<file path="src/rtl/imm_gen_if.sv">
// imm_gen_if: handshake bundle between an instruction producer, the
// immediate-generator stage and its consumer.
//   in_valid/in_ready/in_ir/in_tag        : instruction into the stage
//   out_valid/out_ready                   : decoded entry out of the stage
//   out_imm/out_fmt/out_illegal/out_tag   : decoded entry payload
// master = the surrounding pipeline (drives inputs, accepts outputs)
// slave  = the immediate-generator stage itself
interface imm_gen_if #(
  parameter int XLEN  = 32,
  parameter int TAG_W = 8
);
  logic             in_valid;
  logic             in_ready;
  logic [31:0]      in_ir;
  logic [TAG_W-1:0] in_tag;
  logic             out_valid;
  logic             out_ready;
  logic [XLEN-1:0]  out_imm;
  logic [2:0]       out_fmt;
  logic             out_illegal;
  logic [TAG_W-1:0] out_tag;

  modport master (
    output in_valid, in_ir, in_tag, out_ready,
    input  in_ready, out_valid, out_imm, out_fmt, out_illegal, out_tag
  );

  modport slave (
    input  in_valid, in_ir, in_tag, out_ready,
    output in_ready, out_valid, out_imm, out_fmt, out_illegal, out_tag
  );
endinterface

</file>
<file path="src/rtl/imm_gen_pipe.sv">
// imm_gen_pipe: registered RV32I/RV64I immediate generator for decode.
// Classifies the instruction format, sign/zero-extends the immediate to
// XLEN and flags unsupported opcodes. A two-entry (main + skid) buffer
// keeps full throughput under back-pressure while in_ready stays a flop.
// Ports:
//   clk    : rising-edge clock
//   rst_n  : asynchronous active-low reset
//   flush  : synchronous clear of both buffered entries
//   bus    : imm_gen_if.slave (in_* instruction side, out_* decoded side)
// out_fmt: 0 I, 1 S, 2 B, 3 U, 4 J, 5 Z (CSR zimm), 6 NONE.
module imm_gen_pipe #(
  parameter int XLEN    = 32,
  parameter int ZIMM_EN = 1,
  parameter int TAG_W   = 8
) (
  input  logic      clk,
  input  logic      rst_n,
  input  logic      flush,
  imm_gen_if.slave  bus
);

  localparam logic [2:0] FMT_I    = 3'd0;
  localparam logic [2:0] FMT_S    = 3'd1;
  localparam logic [2:0] FMT_B    = 3'd2;
  localparam logic [2:0] FMT_U    = 3'd3;
  localparam logic [2:0] FMT_J    = 3'd4;
  localparam logic [2:0] FMT_Z    = 3'd5;
  localparam logic [2:0] FMT_NONE = 3'd6;

  function automatic logic [XLEN-1:0] sext(input logic signed [31:0] v);
    return XLEN'(v);
  endfunction

  function automatic logic [XLEN-1:0] zext(input logic [5:0] v);
    return XLEN'(v);
  endfunction

  logic [31:0]     ir_p0;
  logic [6:0]      op_p0;
  logic [2:0]      f3_p0;
  logic            shift_p0;
  logic [XLEN-1:0] dec_imm_p0;
  logic [2:0]      dec_fmt_p0;
  logic            dec_ill_p0;

  assign ir_p0    = bus.in_ir;
  assign op_p0    = ir_p0[6:0];
  assign f3_p0    = ir_p0[14:12];
  assign shift_p0 = (f3_p0 == 3'b001) || (f3_p0 == 3'b101);

  // ---- p0: combinational decode of the presented instruction ----
  always_comb begin
    dec_imm_p0 = '0;
    dec_fmt_p0 = FMT_NONE;
    dec_ill_p0 = 1'b0;
    case (op_p0)
      7'b0010011: begin
        dec_fmt_p0 = FMT_I;
        // Shift immediates carry an unsigned shamt, 6 bits wide on RV64.
        if (shift_p0)
          dec_imm_p0 = (XLEN == 64) ? zext(ir_p0[25:20]) : zext({1'b0, ir_p0[24:20]});
        else
          dec_imm_p0 = sext(32'(signed'(ir_p0[31:20])));
      end
      7'b0000011, 7'b1100111, 7'b0001111: begin
        dec_fmt_p0 = FMT_I;
        dec_imm_p0 = sext(32'(signed'(ir_p0[31:20])));
      end
      7'b0100011: begin
        dec_fmt_p0 = FMT_S;
        dec_imm_p0 = sext(32'(signed'({ir_p0[31:25], ir_p0[11:7]})));
      end
      7'b1100011: begin
        dec_fmt_p0 = FMT_B;
        dec_imm_p0 = sext(32'(signed'({ir_p0[31], ir_p0[7], ir_p0[30:25],
                                       ir_p0[11:8], 1'b0})));
      end
      7'b0110111, 7'b0010111: begin
        dec_fmt_p0 = FMT_U;
        dec_imm_p0 = sext({ir_p0[31:12], 12'b0});
      end
      7'b1101111: begin
        dec_fmt_p0 = FMT_J;
        dec_imm_p0 = sext(32'(signed'({ir_p0[31], ir_p0[19:12], ir_p0[20],
                                       ir_p0[30:21], 1'b0})));
      end
      7'b1110011: begin
        // funct3[2] selects the CSR forms whose rs1 field is a 5-bit zimm.
        if ((ZIMM_EN != 0) && ir_p0[14]) begin
          dec_fmt_p0 = FMT_Z;
          dec_imm_p0 = zext({1'b0, ir_p0[19:15]});
        end else begin
          dec_fmt_p0 = FMT_I;
          dec_imm_p0 = sext(32'(signed'(ir_p0[31:20])));
        end
      end
      7'b0110011: dec_fmt_p0 = FMT_NONE;
      7'b0011011: begin
        if (XLEN == 64) begin
          dec_fmt_p0 = FMT_I;
          // Word shifts only ever use a 5-bit shamt.
          if (shift_p0)
            dec_imm_p0 = zext({1'b0, ir_p0[24:20]});
          else
            dec_imm_p0 = sext(32'(signed'(ir_p0[31:20])));
        end else begin
          dec_ill_p0 = 1'b1;
        end
      end
      7'b0111011: dec_ill_p0 = (XLEN != 64);
      default:    dec_ill_p0 = 1'b1;
    endcase
    if (ir_p0[1:0] != 2'b11) begin
      dec_ill_p0 = 1'b1;
      dec_fmt_p0 = FMT_NONE;
      dec_imm_p0 = '0;
    end
  end

  logic             main_vld_p1, skid_vld_p1, rdy_p1;
  logic [XLEN-1:0]  main_imm_p1, skid_imm_p1;
  logic [2:0]       main_fmt_p1, skid_fmt_p1;
  logic             main_ill_p1, skid_ill_p1;
  logic [TAG_W-1:0] main_tag_p1, skid_tag_p1;

  logic acc_p0, main_free_p0;
  logic main_vld_nxt, skid_vld_nxt;
  logic load_main_dec, load_main_skid, load_skid;

  // An input offered during flush is dropped even if it handshakes.
  assign acc_p0       = bus.in_valid & rdy_p1 & ~flush;
  assign main_free_p0 = ~main_vld_p1 | bus.out_ready;

  always_comb begin
    main_vld_nxt   = main_vld_p1;
    skid_vld_nxt   = skid_vld_p1;
    load_main_dec  = 1'b0;
    load_main_skid = 1'b0;
    load_skid      = 1'b0;
    if (flush) begin
      main_vld_nxt = 1'b0;
      skid_vld_nxt = 1'b0;
    end else if (main_free_p0) begin
      // Skid has priority to keep FIFO order; rdy_p1 is low whenever it is full.
      if (skid_vld_p1) begin
        load_main_skid = 1'b1;
        main_vld_nxt   = 1'b1;
        skid_vld_nxt   = 1'b0;
      end else if (acc_p0) begin
        load_main_dec = 1'b1;
        main_vld_nxt  = 1'b1;
      end else begin
        main_vld_nxt = 1'b0;
      end
    end else if (acc_p0) begin
      load_skid    = 1'b1;
      skid_vld_nxt = 1'b1;
    end
  end

  // ---- p1: main/skid entries and registered ready ----
  always_ff @(posedge clk or negedge rst_n) begin
    if (!rst_n) begin
      main_vld_p1 <= 1'b0;
      skid_vld_p1 <= 1'b0;
      rdy_p1      <= 1'b1;
      main_imm_p1 <= '0;
      main_fmt_p1 <= FMT_NONE;
      main_ill_p1 <= 1'b0;
      main_tag_p1 <= '0;
      skid_imm_p1 <= '0;
      skid_fmt_p1 <= FMT_NONE;
      skid_ill_p1 <= 1'b0;
      skid_tag_p1 <= '0;
    end else begin
      main_vld_p1 <= main_vld_nxt;
      skid_vld_p1 <= skid_vld_nxt;
      rdy_p1      <= ~skid_vld_nxt;
      if (load_main_dec) begin
        main_imm_p1 <= dec_imm_p0;
        main_fmt_p1 <= dec_fmt_p0;
        main_ill_p1 <= dec_ill_p0;
        main_tag_p1 <= bus.in_tag;
      end else if (load_main_skid) begin
        main_imm_p1 <= skid_imm_p1;
        main_fmt_p1 <= skid_fmt_p1;
        main_ill_p1 <= skid_ill_p1;
        main_tag_p1 <= skid_tag_p1;
      end
      if (load_skid) begin
        skid_imm_p1 <= dec_imm_p0;
        skid_fmt_p1 <= dec_fmt_p0;
        skid_ill_p1 <= dec_ill_p0;
        skid_tag_p1 <= bus.in_tag;
      end
    end
  end

  assign bus.in_ready    = rdy_p1;
  assign bus.out_valid   = main_vld_p1;
  assign bus.out_imm     = main_imm_p1;
  assign bus.out_fmt     = main_fmt_p1;
  assign bus.out_illegal = main_ill_p1;
  assign bus.out_tag     = main_tag_p1;

endmodule

</file>
<file path="src/flat_wrapper.sv">
// flat-port wrapper written by rule: the top's interface ports become plain ports
module imm_gen_pipe_flat 
#(
  parameter int XLEN    = 32,
  parameter int ZIMM_EN = 1,
  parameter int TAG_W   = 8
)
  (clk, rst_n, flush, bus_in_valid, bus_in_ir, bus_in_tag, bus_out_ready, bus_in_ready, bus_out_valid, bus_out_imm, bus_out_fmt, bus_out_illegal, bus_out_tag);
  imm_gen_if #(.XLEN(XLEN), .TAG_W(TAG_W)) bus_i ();
  input  logic clk;
  input  logic rst_n;
  input  logic flush;
  input wire logic [$bits(bus_i.in_valid)-1:0] bus_in_valid;
  input wire logic [$bits(bus_i.in_ir)-1:0] bus_in_ir;
  input wire logic [$bits(bus_i.in_tag)-1:0] bus_in_tag;
  input wire logic [$bits(bus_i.out_ready)-1:0] bus_out_ready;
  output wire logic [$bits(bus_i.in_ready)-1:0] bus_in_ready;
  output wire logic [$bits(bus_i.out_valid)-1:0] bus_out_valid;
  output wire logic [$bits(bus_i.out_imm)-1:0] bus_out_imm;
  output wire logic [$bits(bus_i.out_fmt)-1:0] bus_out_fmt;
  output wire logic [$bits(bus_i.out_illegal)-1:0] bus_out_illegal;
  output wire logic [$bits(bus_i.out_tag)-1:0] bus_out_tag;
  assign bus_i.in_valid = bus_in_valid;
  assign bus_i.in_ir = bus_in_ir;
  assign bus_i.in_tag = bus_in_tag;
  assign bus_i.out_ready = bus_out_ready;
  assign bus_in_ready = bus_i.in_ready;
  assign bus_out_valid = bus_i.out_valid;
  assign bus_out_imm = bus_i.out_imm;
  assign bus_out_fmt = bus_i.out_fmt;
  assign bus_out_illegal = bus_i.out_illegal;
  assign bus_out_tag = bus_i.out_tag;
  imm_gen_pipe #(.XLEN(XLEN), .ZIMM_EN(ZIMM_EN), .TAG_W(TAG_W)) u_core (.clk(clk), .rst_n(rst_n), .flush(flush), .bus(bus_i));
endmodule
</file>
<file path="config.mk">
export PLATFORM = sky130hd
export DESIGN_NAME = imm_gen_pipe_flat
export DESIGN_NICKNAME = d
export VERILOG_FILES = /design/src/rtl/imm_gen_if.sv /design/src/rtl/imm_gen_pipe.sv /design/src/flat_wrapper.sv
export SDC_FILE = /design/constraint.sdc
export NUM_CORES = 1
export LEC_CHECK = 0
export ABC_CLOCK_PERIOD_IN_PS = 1800
export BUFFER_PORTS_ARGS = -buffer_cell sky130_fd_sc_hd__buf_2
export CORE_MARGIN = 2
export CORE_UTILIZATION = 40
export CTS_BUF_LIST = sky130_fd_sc_hd__clkbuf_4
export DETAILED_ROUTE_END_ITERATION = 12
export GPL_ROUTABILITY_DRIVEN = 0
export SLEW_MARGIN = 20
export SYNTH_ARGS = -nofsm -noshare
export SYNTH_HDL_FRONTEND = slang
export SYNTH_SLANG_ARGS = --single-unit
</file>
<file path="constraint.sdc">
create_clock -name clk -period 1.8 [get_ports clk]
set_clock_uncertainty 0.15 [all_clocks]
set_input_delay 0.36 -clock clk [delete_from_list [all_inputs] [get_ports clk]]
set_output_delay 0.36 -clock clk [all_outputs]
set_load 0.02 [all_outputs]
</file>
* After elaboration in Yosys (flattened, before gate mapping) *
Index checks and enable logic that the tools add are counted.

storage, ports and cells
  word-level logic and storage cells = 70
  register bits after elaboration = 91

operators by class
  equal/unequal tests = 14
  mux-type cells = 32
  bitwise operators = 6
  reductions and logical operators = 7

operators with widths
  operator                                                         count
  32-bit one-hot mux with 7 select lines                           1
  32-bit 2-to-1 mux                                                5
  7-bit == test, second input constant                             4
  7-bit by 6-bit == test with 1-bit output, second input constant  3
  1-bit 2-to-1 mux                                                 19
  3-bit one-hot mux with 6 select lines                            1
  8-bit 2-to-1 mux                                                 2
  7-bit by 5-bit == test with 1-bit output, second input constant  2
  3-bit 2-to-1 mux                                                 4
  11-bit OR reduction                                              1
  7-bit by 2-bit == test with 1-bit output, second input constant  1
  7-bit by 4-bit == test with 1-bit output, second input constant  1
  2-bit nonzero test                                               2
  4-bit OR reduction                                               1
  3-bit by 1-bit == test with 1-bit output, second input constant  1
  3-bit == test, second input constant                             1
  1-bit inverter                                                   3
  3-bit OR reduction                                               1
  1-bit AND                                                        2
  2-bit != test, second input constant                             1
  2-bit OR reduction                                               1
  1-bit logical OR                                                 1
  1-bit OR                                                         1

* Logic depth before layout (Yosys ltp) *
Gate-level depths: netlist of run 1.

  word-level depth = 7
  depth in mapped cells = 8

* Worst setup path after synthesis of run 1 *
No wires, ideal clock.

  kind = register to register
  start point = register u_core.rdy_p1 (netlist: u_core.bus.in_ready)
  end point = register u_core.main_imm_p1[26] (netlist: u_core.bus.out_imm[26])
  cell stages (with the launch flop) = 7
  data arrival time = 1.744 ns
  path slack = -0.217 ns
  clock period less this slack = 2.017 ns
  cell sequence = dfstp_2 -> nand2_1 -> or4_4 -> buf_6 -> nor3_2 -> buf_4 -> a21oi_1

between the ends
  cells in the longest elaborated chain, start to end = 7
  elaborated cells between the ends (all ways) = 8
  those cells by class = 5 x mux; 2 x bitwise; 1 x reduce/logical

RTL lines
  element                                                         line                 text
  start: declaration                                              imm_gen_pipe.sv:120  logic main_vld_p1, skid_vld_p1, rdy_p1;
  start signal: assignment                                        imm_gen_pipe.sv:178  rdy_p1 <= ~skid_vld_nxt;
  1-bit AND * (2 in series)                                       imm_gen_pipe.sv:131  assign acc_p0 = bus.in_valid & rdy_p1 & ~flush;
  1-bit 2-to-1 mux *                                              imm_gen_pipe.sv:149  end else if (acc_p0) begin
  1-bit 2-to-1 mux *                                              imm_gen_pipe.sv:145  if (skid_vld_p1) begin
  1-bit 2-to-1 mux *                                              imm_gen_pipe.sv:143  end else if (main_free_p0) begin
  1-bit 2-to-1 mux *                                              imm_gen_pipe.sv:140  if (flush) begin
  32-bit 2-to-1 mux / 2-bit nonzero test (equally long branches)  -
  end signal: assignment                                          imm_gen_pipe.sv:180  main_imm_p1 <= dec_imm_p0;
  end signal: assignment                                          imm_gen_pipe.sv:185  main_imm_p1 <= skid_imm_p1;
  end: declaration                                                imm_gen_pipe.sv:121  logic [XLEN-1:0] main_imm_p1, skid_imm_p1;

Every way passes the cells marked *; elsewhere a longest branch is shown, timed or not.
A chain may end at the register's enable or synchronous reset.

* Worst setup path in the final report of run 1 *
  start point = register u_core.rdy_p1 (netlist: u_core.bus.in_ready)
  end point = register u_core.main_imm_p1[22] (netlist: u_core.bus.out_imm[22])

The elaborated chain is that of the path after synthesis.

==> reports/metrics.cfg, run 1 <==
[placed_design]
dp_hpwl_um=8670
place.port_buffers=90
dp.cells=718

[synth]
synthCells=467
synth_top_flop_cell=dfrtp_1
syn_nets=512
synth_async_sr_flop_share=1.00
syn_area_mm2=0.00432
ys_warn_count=0
synth_area_per_cell_um2=9.26
synthDistinctLibCells=51
seq_area_frac_synth=0.528
ys_ff_latch=91
synth_edf_count=0

[detailed_routing]
wl_per_cell_um=16.7
ant_nets=0
drt_wl_total_um=12700
vias_per_cell=5.32
drt_iter0_markers=259
firstDrtPassIters=4
drc_errors=0
num_vias=4035

[sta]
period_minus_slack_ns=1.91
hold_violations=0
setup_viol=77
slew_headroom=0.573
slew_violations=0
worstMarginPinSlew_ns=0.635
rsz0062_at_grt=true
max_freq_ghz=0.523
finalCritPeriodShare=1.06
fin_ws_ns=-0.111
hold_slack_ns=0.0166

[final_layout]
post-route-util=0.569
antenna_cells=0
drive_above_1_share=0.358
final_cell_mix=98 x nand2_1, 89 x buf_2, 86 x dfrtp_1
syn_to_final_growth_pct=37.1
final_cells=759
final_common_cell=nand2_1
fillers=951
multi_input_area_mm2=0.00196
final_nets=663
seq_area_mm2=0.00228

[clock_tree]
clock_sinks=91
cts_buffers=9
cts_htree_levels=3
worst_skew_pair.late_latency_ns=0.44
cts_tree=yes
cts-root-buf=clkbuf_4
clk_path_buf_depth=2
clk_pin_slew_ns=0.13

[setup_path]
worstSetupStartpointType=flop
crit_type=flop to flop
cp_top_family=simple AND/OR/NAND/NOR gates
cp_cell_sequence=nand2_2, or4_4, nand2_4, buf_6, o22ai_1, a21oi_1
crit_path_end_kind=flop
r2r_cells=6
cp.depth=6
crit_path_max_incr_delay_ns=0.57
endpoint=u_core.bus.out_imm[22]
cp_slowest_cell=dfstp_2
crit_fanout=11
reg2reg_setup_slack_ns=-0.11
arrival_ns=2.13
crit_start=u_core.bus.in_ready
crit_required_ns=2.02
r2r_start=u_core.bus.in_ready
critPathBufInv=1
r2r-end=u_core.bus.out_imm[22]

[job]
maxCapViolations=0

[power_and_ir_drop]
power.total_mw=4.71
p_leak_nw=2.70
power_density_mw_per_mm2=795
ir_drop_mv=0.330

[grt]
overflow=0
antenna_found_initial=0
first_global_vias=3881
grtUsageTotal=0.212
grt_max_degree=49
grt_pass1_wl_um=19200

[min_path]
holdPathStages=3
min_path_type=primary input to flop

[floorplan]
core.rowCount=37
boundaryPins=91
initial_core_util=0.415
core_area_mm2=0.0104
die_h_um=108
die_w_um=108
die_area_mm2=0.0117

[status]
violations=negative setup slack
status=finished, violations left

==> sequential cells by signal, indices dropped and copies added, names as in the netlist, 3 cells and up <==
name / flops
u_core.bus.out_imm: 32
u_core.skid_imm_p1: 32
u_core.bus.out_tag: 8
u_core.skid_tag_p1: 8
u_core.bus.out_fmt: 3
u_core.skid_fmt_p1: 3
==> worst register-to-register path, stage by stage (launching register included) <==
cell and delay, ns:
dfstp_2 0.57, nand2_2 0.06, or4_4 0.57, nand2_4 0.12, buf_6 0.16, o22ai_1 0.09
a21oi_1 0.13
==> per-stage QoR <==
step	worst slack, ns	TNS [ns]	area (um^2)
floorplan	-0.104	-2.90	4410
global placement	-0.202	-8.06	5380
detailed placement	-0.235	-10.21	5380
CTS	-0.107	-2.42	5670
global route	-0.177	-8.64	5930
finish	-0.111	-3.55	5930
==> layer usage <==
layer | global-route usage | vias to the layer above | routed length [um]
met4 | 0.0842 | 0 | 178
li1 | - | 1966 | -
met3 | 0.0223 | 12 | 610
met2 | 0.352 | 99 | 6220
met5 | 0 | - | 0
met1 | 0.287 | 1958 | 5650
==> kinds of logic (layout without fill, tap and decap cells) <==
logic type / Yosys count / in the layout / share of synthesized area
and+or+nand+nor: 181 / 181 / 0.191
AOI/OAI and AO/OA: 154 / 154 / 0.233
DFF: 91 / 91 / 0.528
buffers and inverters: 39 / 195 / 0.0434
muxes: 2 / 2 / 0.00492
==> cells in the mapped netlist (3+ instances only) <==
| library cell | n | area, um^2 |
|---|---|---|
| nand2_1 | 108 | 405 |
| nor2b_1 | 9 | 56.3 |
| a22oi_1 | 13 | 97.6 |
| nand3_1 | 6 | 30.0 |
| dfrtp_1 | 86 | 2150 |
| buf_4 | 3 | 22.5 |
| o21a_1 | 3 | 22.5 |
| clkbuf_1 | 17 | 63.8 |
| buf_1 | 3 | 11.3 |
| buf_2 | 11 | 55.1 |
| or3_1 | 4 | 25.0 |
| o211ai_1 | 10 | 75.1 |
| a21oi_1 | 28 | 140 |
| nor3_2 | 3 | 30.0 |
| and2_1 | 3 | 18.8 |
| o21ai_1 | 8 | 40.0 |
| o22ai_1 | 19 | 119 |
| nor2_1 | 30 | 113 |
| nand2b_1 | 3 | 18.8 |
| nor3_1 | 3 | 15.0 |
| dfstp_2 | 5 | 131 |
| a31oi_1 | 17 | 106 |
| a21oi_2 | 9 | 78.8 |
| o21ai_0 | 29 | 145 |
| o211a_1 | 5 | 50.1 |
==> timing repair <==
| action | CTS | global route |
|---|---|---|
| gates resized for setup | 13 | 24 |
| setup endpoints to repair | 85 | 71 |
| pin swaps | 1 | 2 |
| endpoints found under the hold margin | 107 | 1 |
| hold buffers | 12 | 1 |
| setup buffers | 0 | 5 |
| gates cloned | 0 | 7 |
==> layout make-up <==
class	instances	area share
Inverter	2	0.00127
Tap cell	136	0.0287
Clock inverter	5	0.00507
Timing Repair Buffer	177	0.236
Sequential cell	91	0.385
Clock buffer	11	0.0139
Multi-Input combinational cell	337	0.330
==> how the worst min path moves through the flow <==
stage,startpoint,endpoint,slack (ns)
after floorplan,rst_n,u_core.bus.out_fmt[0],-0.09
after global placement,rst_n,u_core.bus.out_valid,0.13
after detailed placement,rst_n,u_core.bus.out_valid,0.14
after CTS,bus_in_ir[28],u_core.bus.out_imm[8],0.004
after global routing,bus_in_ir[28],u_core.bus.out_imm[8],0.02
final,bus_in_ir[28],u_core.skid_imm_p1[8],0.02
==> report_power, final <==
group          switching [mW]  total [mW]  internal (mW)
logic                   0.681        1.21          0.528
clock network           0.686       0.996          0.309
registers               0.161        2.51           2.34
total                    1.53        4.71           3.18
(Power assumes the default switching activity.)
==> run 2: changes to the inputs <==
Settings changed: ABC_CLOCK_PERIOD_IN_PS 1800 to 2200.
Clock period 1.8 ns to 2.2 ns, I/O delays scaled along.
==> run 2 against run 1 <==
Compared with the run above:
- the run now ends clean
- final cell count fell by 5.3%
- register-to-register slack better by 0.21 ns
- global-route usage fell by 0.12 points
- clock-buffer cell count rose by 1
- core utilization down 5.5 points
- critical path depth stayed put
- worst hold slack better by 0.036 ns
- sequential cell count unchanged
- die area unchanged
==> reports/metrics.cfg, run 2 (synthesis results as in run 1) <==
[final_layout]
syn_to_final_growth_pct=23.9
post-route-util=0.514
final_nets=623
antenna_cells=0
final_common_cell=nand2_1
drive_above_1_share=0.310
final_cell_mix=107 x nand2_1, 89 x buf_2, 86 x dfrtp_1
final_cells=719

[placed_design]
dp.cells=700
place.port_buffers=90
place_ws_ns=-0.194
dp_hpwl_um=8780

[grt]
grtUsageTotal=0.211
antenna_found_initial=0
overflow=0
first_global_vias=3697
grt_pass1_wl_um=19000
grt_max_degree=38

[sta]
slew_violations=0
rsz0062_at_grt=false
setup_viol=0
period_minus_slack_ns=2.10
tns_ns=0
worstMarginPinSlew_ns=0.615
fin_ws_ns=0.0982
hold_violations=0
finalCritPeriodShare=0.955
slew_headroom=0.589
max_freq_ghz=0.476
hold_slack_ns=0.0521

[floorplan]
boundaryPins=91
die_area_mm2=0.0117
initial_core_util=0.415
die_w_um=108
core.rowCount=37
core_area_mm2=0.0104
die_h_um=108

[detailed_routing]
vias_per_cell=5.39
ant_nets=0
num_vias=3876
drt_iter0_markers=211
firstDrtPassIters=4
wl_per_cell_um=16.6
drc_errors=0
drt_wl_total_um=11900

[clock_tree]
cts_htree_levels=3
cts-root-buf=clkbuf_4
clk_pin_slew_ns=0.14
clock_sinks=91
cts_buffers=9
cts_tree=yes
clk_path_buf_depth=2
worst_skew_pair.late_latency_ns=0.43

[setup_path]
cp_cell_sequence=nand2_1, or4_4, buf_8, a311oi_2, buf_4, o21ai_0
crit_path_max_incr_delay_ns=0.56
arrival_ns=2.29
worstSetupStartpointType=flop
crit_path_end_kind=flop
crit_required_ns=2.39
crit_fanout=19
crit_type=flop to flop
cp_slowest_cell=dfstp_2

[status]
status=finished, final reports clean

[power_and_ir_drop]
p_leak_nw=2.44
power_density_mw_per_mm2=703
ir_drop_mv=0.215

[min_path]
min_path_type=primary input to flop

[job]
maxCapViolations=0

run 2: cell types whose count changed in the layout (fill, tap and decap cells not counted), sizes merged:
cell / before / now
buf: 160 / 136
dlygate4sd3: 13 / 1
clkbuf: 15 / 12
clkinv: 4 / 1
clkinvlp: 1 / 3
run 2: per-layer routing:
layer  track usage  wire length, um  up-vias
li1              -                -     1879
met1         0.309             5590     1859
met2         0.323             5590      126
met3        0.0386              612       12
met4        0.0586              116        0
met5             0                0        -
run 2: worst max-delay path, delay by kind of cell, from the launching register on:
family          cells  cell delay [ns]
compound gates      2             0.33
buf+inv             2             0.35
flops               1             0.56
simple gates        2             0.61
run 2: cell type report:
| class | count | area, um^2 |
|---|---|---|
| timing repair buffer | 137 | 886 |
| clock buffer | 12 | 90.1 |
| inverter | 2 | 7.51 |
| sequential | 91 | 2280 |
| multi-input combinational | 337 | 1890 |
| tap | 136 | 170 |
| fill | 1020 | 5060 |
| clock inverter | 4 | 27.5 |
run 2: power by group:
group          switching, mW  internal, mW
Sequential             0.121          1.92
Clock                  0.550         0.269
Combinational          0.543         0.364
Total                   1.22          2.55
run 2: path summary, 6_finish.rpt:
check	from	end	slack, ns	cells past startpoint
setup / recovery	u_core.bus.in_ready	u_core.bus.out_fmt[0]	0.1	6
hold / removal	bus_in_tag[1]	u_core.skid_tag_p1[1]	0.05	3
setup reg to reg	u_core.bus.in_ready	u_core.bus.out_fmt[0]	0.1	6
hold reg to reg	u_core.skid_tag_p1[0]	u_core.skid_tag_p1[0]	0.34	2
max in group asynchronous	rst_n	u_core.bus.out_fmt[1]	1.01	3
min in group asynchronous	rst_n	u_core.bus.out_imm[24]	0.28	2
run 2: what timing repair did:
item	in CTS	in global routing
gates resized for setup	2	8
gates cloned	0	1
hold buffers	1	0
setup buffers	0	1
setup endpoints to repair	11	21
endpoints found under the hold margin	21	0
pin swaps	1	1
run 2: stage by stage:
step           power [mW]  area, um^2
2_1_floorplan        2.60        4320
3_3_place_gp         2.94        5160
3_5_place_dp         2.97        5160
4_1_cts              3.79        5310
5_1_grt              4.00        5360
6_report             3.77        5360
==> run 3: changes to the inputs <==
Settings changed: CTS_BUF_LIST sky130_fd_sc_hd__clkbuf_4 to not set.
==> run 3 against run 2 <==
Compared with the run above:
- worst hold slack improved by 0.087 ns
- via count decreased by 0.85%
- sequential power about the same
- largest power group unchanged
- core utilization increased by 0.096 points
- power increased by 4.1%
- wire length decreased by 1.2%
- fmax increased by 0.36%
- highest routed layer unchanged
- worst setup slack improved by 0.0075 ns
- die area unchanged
- clock power increased by 20%
- global-route usage decreased by 0.15 points
- register-to-register slack about the same
==> reports/metrics.cfg, run 3 (synthesis results as in run 1) <==
[power_and_ir_drop]
power_density_mw_per_mm2=731
ir_drop_mv=0.304
power.total_mw=3.92
p_leak_nw=2.43

[setup_path]
crit_required_ns=2.29
arrival_ns=2.19
crit_type=flop to flop
cp_top_family=simple AND/OR/NAND/NOR gates
cp_slowest_cell=dfstp_2
critPathBufInv=2
worstSetupStartpointType=flop
crit_path_max_incr_delay_ns=0.54
crit_fanout=19
crit_path_end_kind=flop
cp_cell_sequence=nand2_1, or4_4, buf_8, a311oi_2, buf_4, o21ai_0

[clock_tree]
clk_path_buf_depth=2
clock_sinks=91
clk_pin_slew_ns=0.08
worst_skew_pair.late_latency_ns=0.36
cts_htree_levels=3
cts_tree=yes
cts-root-buf=clkbuf_8
cts_buffers=9

[grt]
first_global_vias=3698
gr-usage-met3=0.0241
grt_max_degree=38
grtUsageTotal=0.210
overflow=0
grt_pass1_wl_um=19000
grt_busiest_layer=met2
use_met2=0.323
antenna_found_initial=0
gr-usage-met1=0.309

[sta]
setup_viol=0
finalCritPeriodShare=0.952
slew_headroom=0.577
max_freq_ghz=0.478
hold_violations=0
worstMarginPinSlew_ns=0.633
hold_slack_ns=0.139
period_minus_slack_ns=2.09
rsz0062_at_grt=true
tns_ns=0
slew_violations=0

[final_layout]
post-route-util=0.515
antenna_cells=0
final_common_cell=nand2_1
final_cell_mix=108 x nand2_1, 89 x buf_2, 86 x dfrtp_1
fillers=1014
final_nets=621
seq_area_mm2=0.00228
design_area_mm2=0.00537
multi_input_area_mm2=0.00188
syn_to_final_growth_pct=24.1
drive_above_1_share=0.301

[detailed_routing]
wl_per_cell_um=16.4
drc_errors=0
firstDrtPassIters=5
ant_nets=0
vias_per_cell=5.36
drt_iter0_markers=251
num_vias=3843
drt_wl_total_um=11800

[placed_design]
dpl-instance-area_mm2=0.00516
place.port_buffers=90
dp_hpwl_um=8780

[status]
status=finished, final reports clean

[min_path]
min_path_type=primary input to flop

[floorplan]
die_area_mm2=0.0117
boundaryPins=91
die_w_um=108
initial_core_util=0.415
die_h_um=108
core.rowCount=37
core_area_mm2=0.0104

[job]
maxCapViolations=0

==> run 3: what timing repair did <==
item / in CTS / in global routing
hold buffers: 1 / 0
endpoints found under the setup margin: 11 / 21
pin swaps: 0 / 2
resized for setup: 2 / 4
buffers inserted: 0 / 0
hold endpoints to repair: 18 / 0
==> run 3: final cells by class <==
class	instances	share of cell area
clock inverters	4	0.00513
repair buffers	135	0.160
multi-input cells	337	0.351
clock buffers	12	0.0252
flip-flops and latches	91	0.426
well taps	136	0.0317
inverters	2	0.00140
==> run 3: stage by stage <==
step                std cells  worst slack, ns
global route              717         -0.00234
global placement          700           -0.129
CTS                       717       -0.0000395
floorplan                 467            0.183
detailed placement        700           -0.194
finish                    717            0.106
==> run 3: worst min-delay path, delay by kind of cell <==
| family | cells | cell delay [ns] |
|---|---|---|
| buf+inv | 1 | 0.09 |
| simple gates | 2 | 0.09 |
==> run 3: path summary, 6_finish.rpt <==
kind,from,slack (ns),depth (start not counted),end
setup / recovery,u_core.bus.in_ready,0.11,6,u_core.bus.out_fmt[0]
hold / removal,bus_in_tag[1],0.14,3,u_core.skid_tag_p1[1]
setup reg to reg,u_core.bus.in_ready,0.11,6,u_core.bus.out_fmt[0]
hold reg to reg,u_core.skid_tag_p1[2],0.33,2,u_core.skid_tag_p1[2]
max in group asynchronous,rst_n,0.93,3,u_core.bus.out_fmt[1]
min in group asynchronous,rst_n,0.37,2,u_core.bus.out_imm[24]
==> run 3: routing by layer <==
| metal | wire length (um) | vias to the layer above |
|---|---|---|
| li1 | - | 1873 |
| met1 | 5570 | 1834 |
| met2 | 5420 | 120 |
| met3 | 592 | 16 |
| met4 | 182 | 0 |
| met5 | 0 | - |
==> run 3: where the power goes <==
group          leakage, nW  internal [mW]  switching, mW  total (mW)
clock network       0.0726          0.410          0.575       0.985
registers             1.16           1.92          0.122        2.04
logic                 1.19          0.357          0.538       0.895
total                 2.43           2.69           1.23        3.92
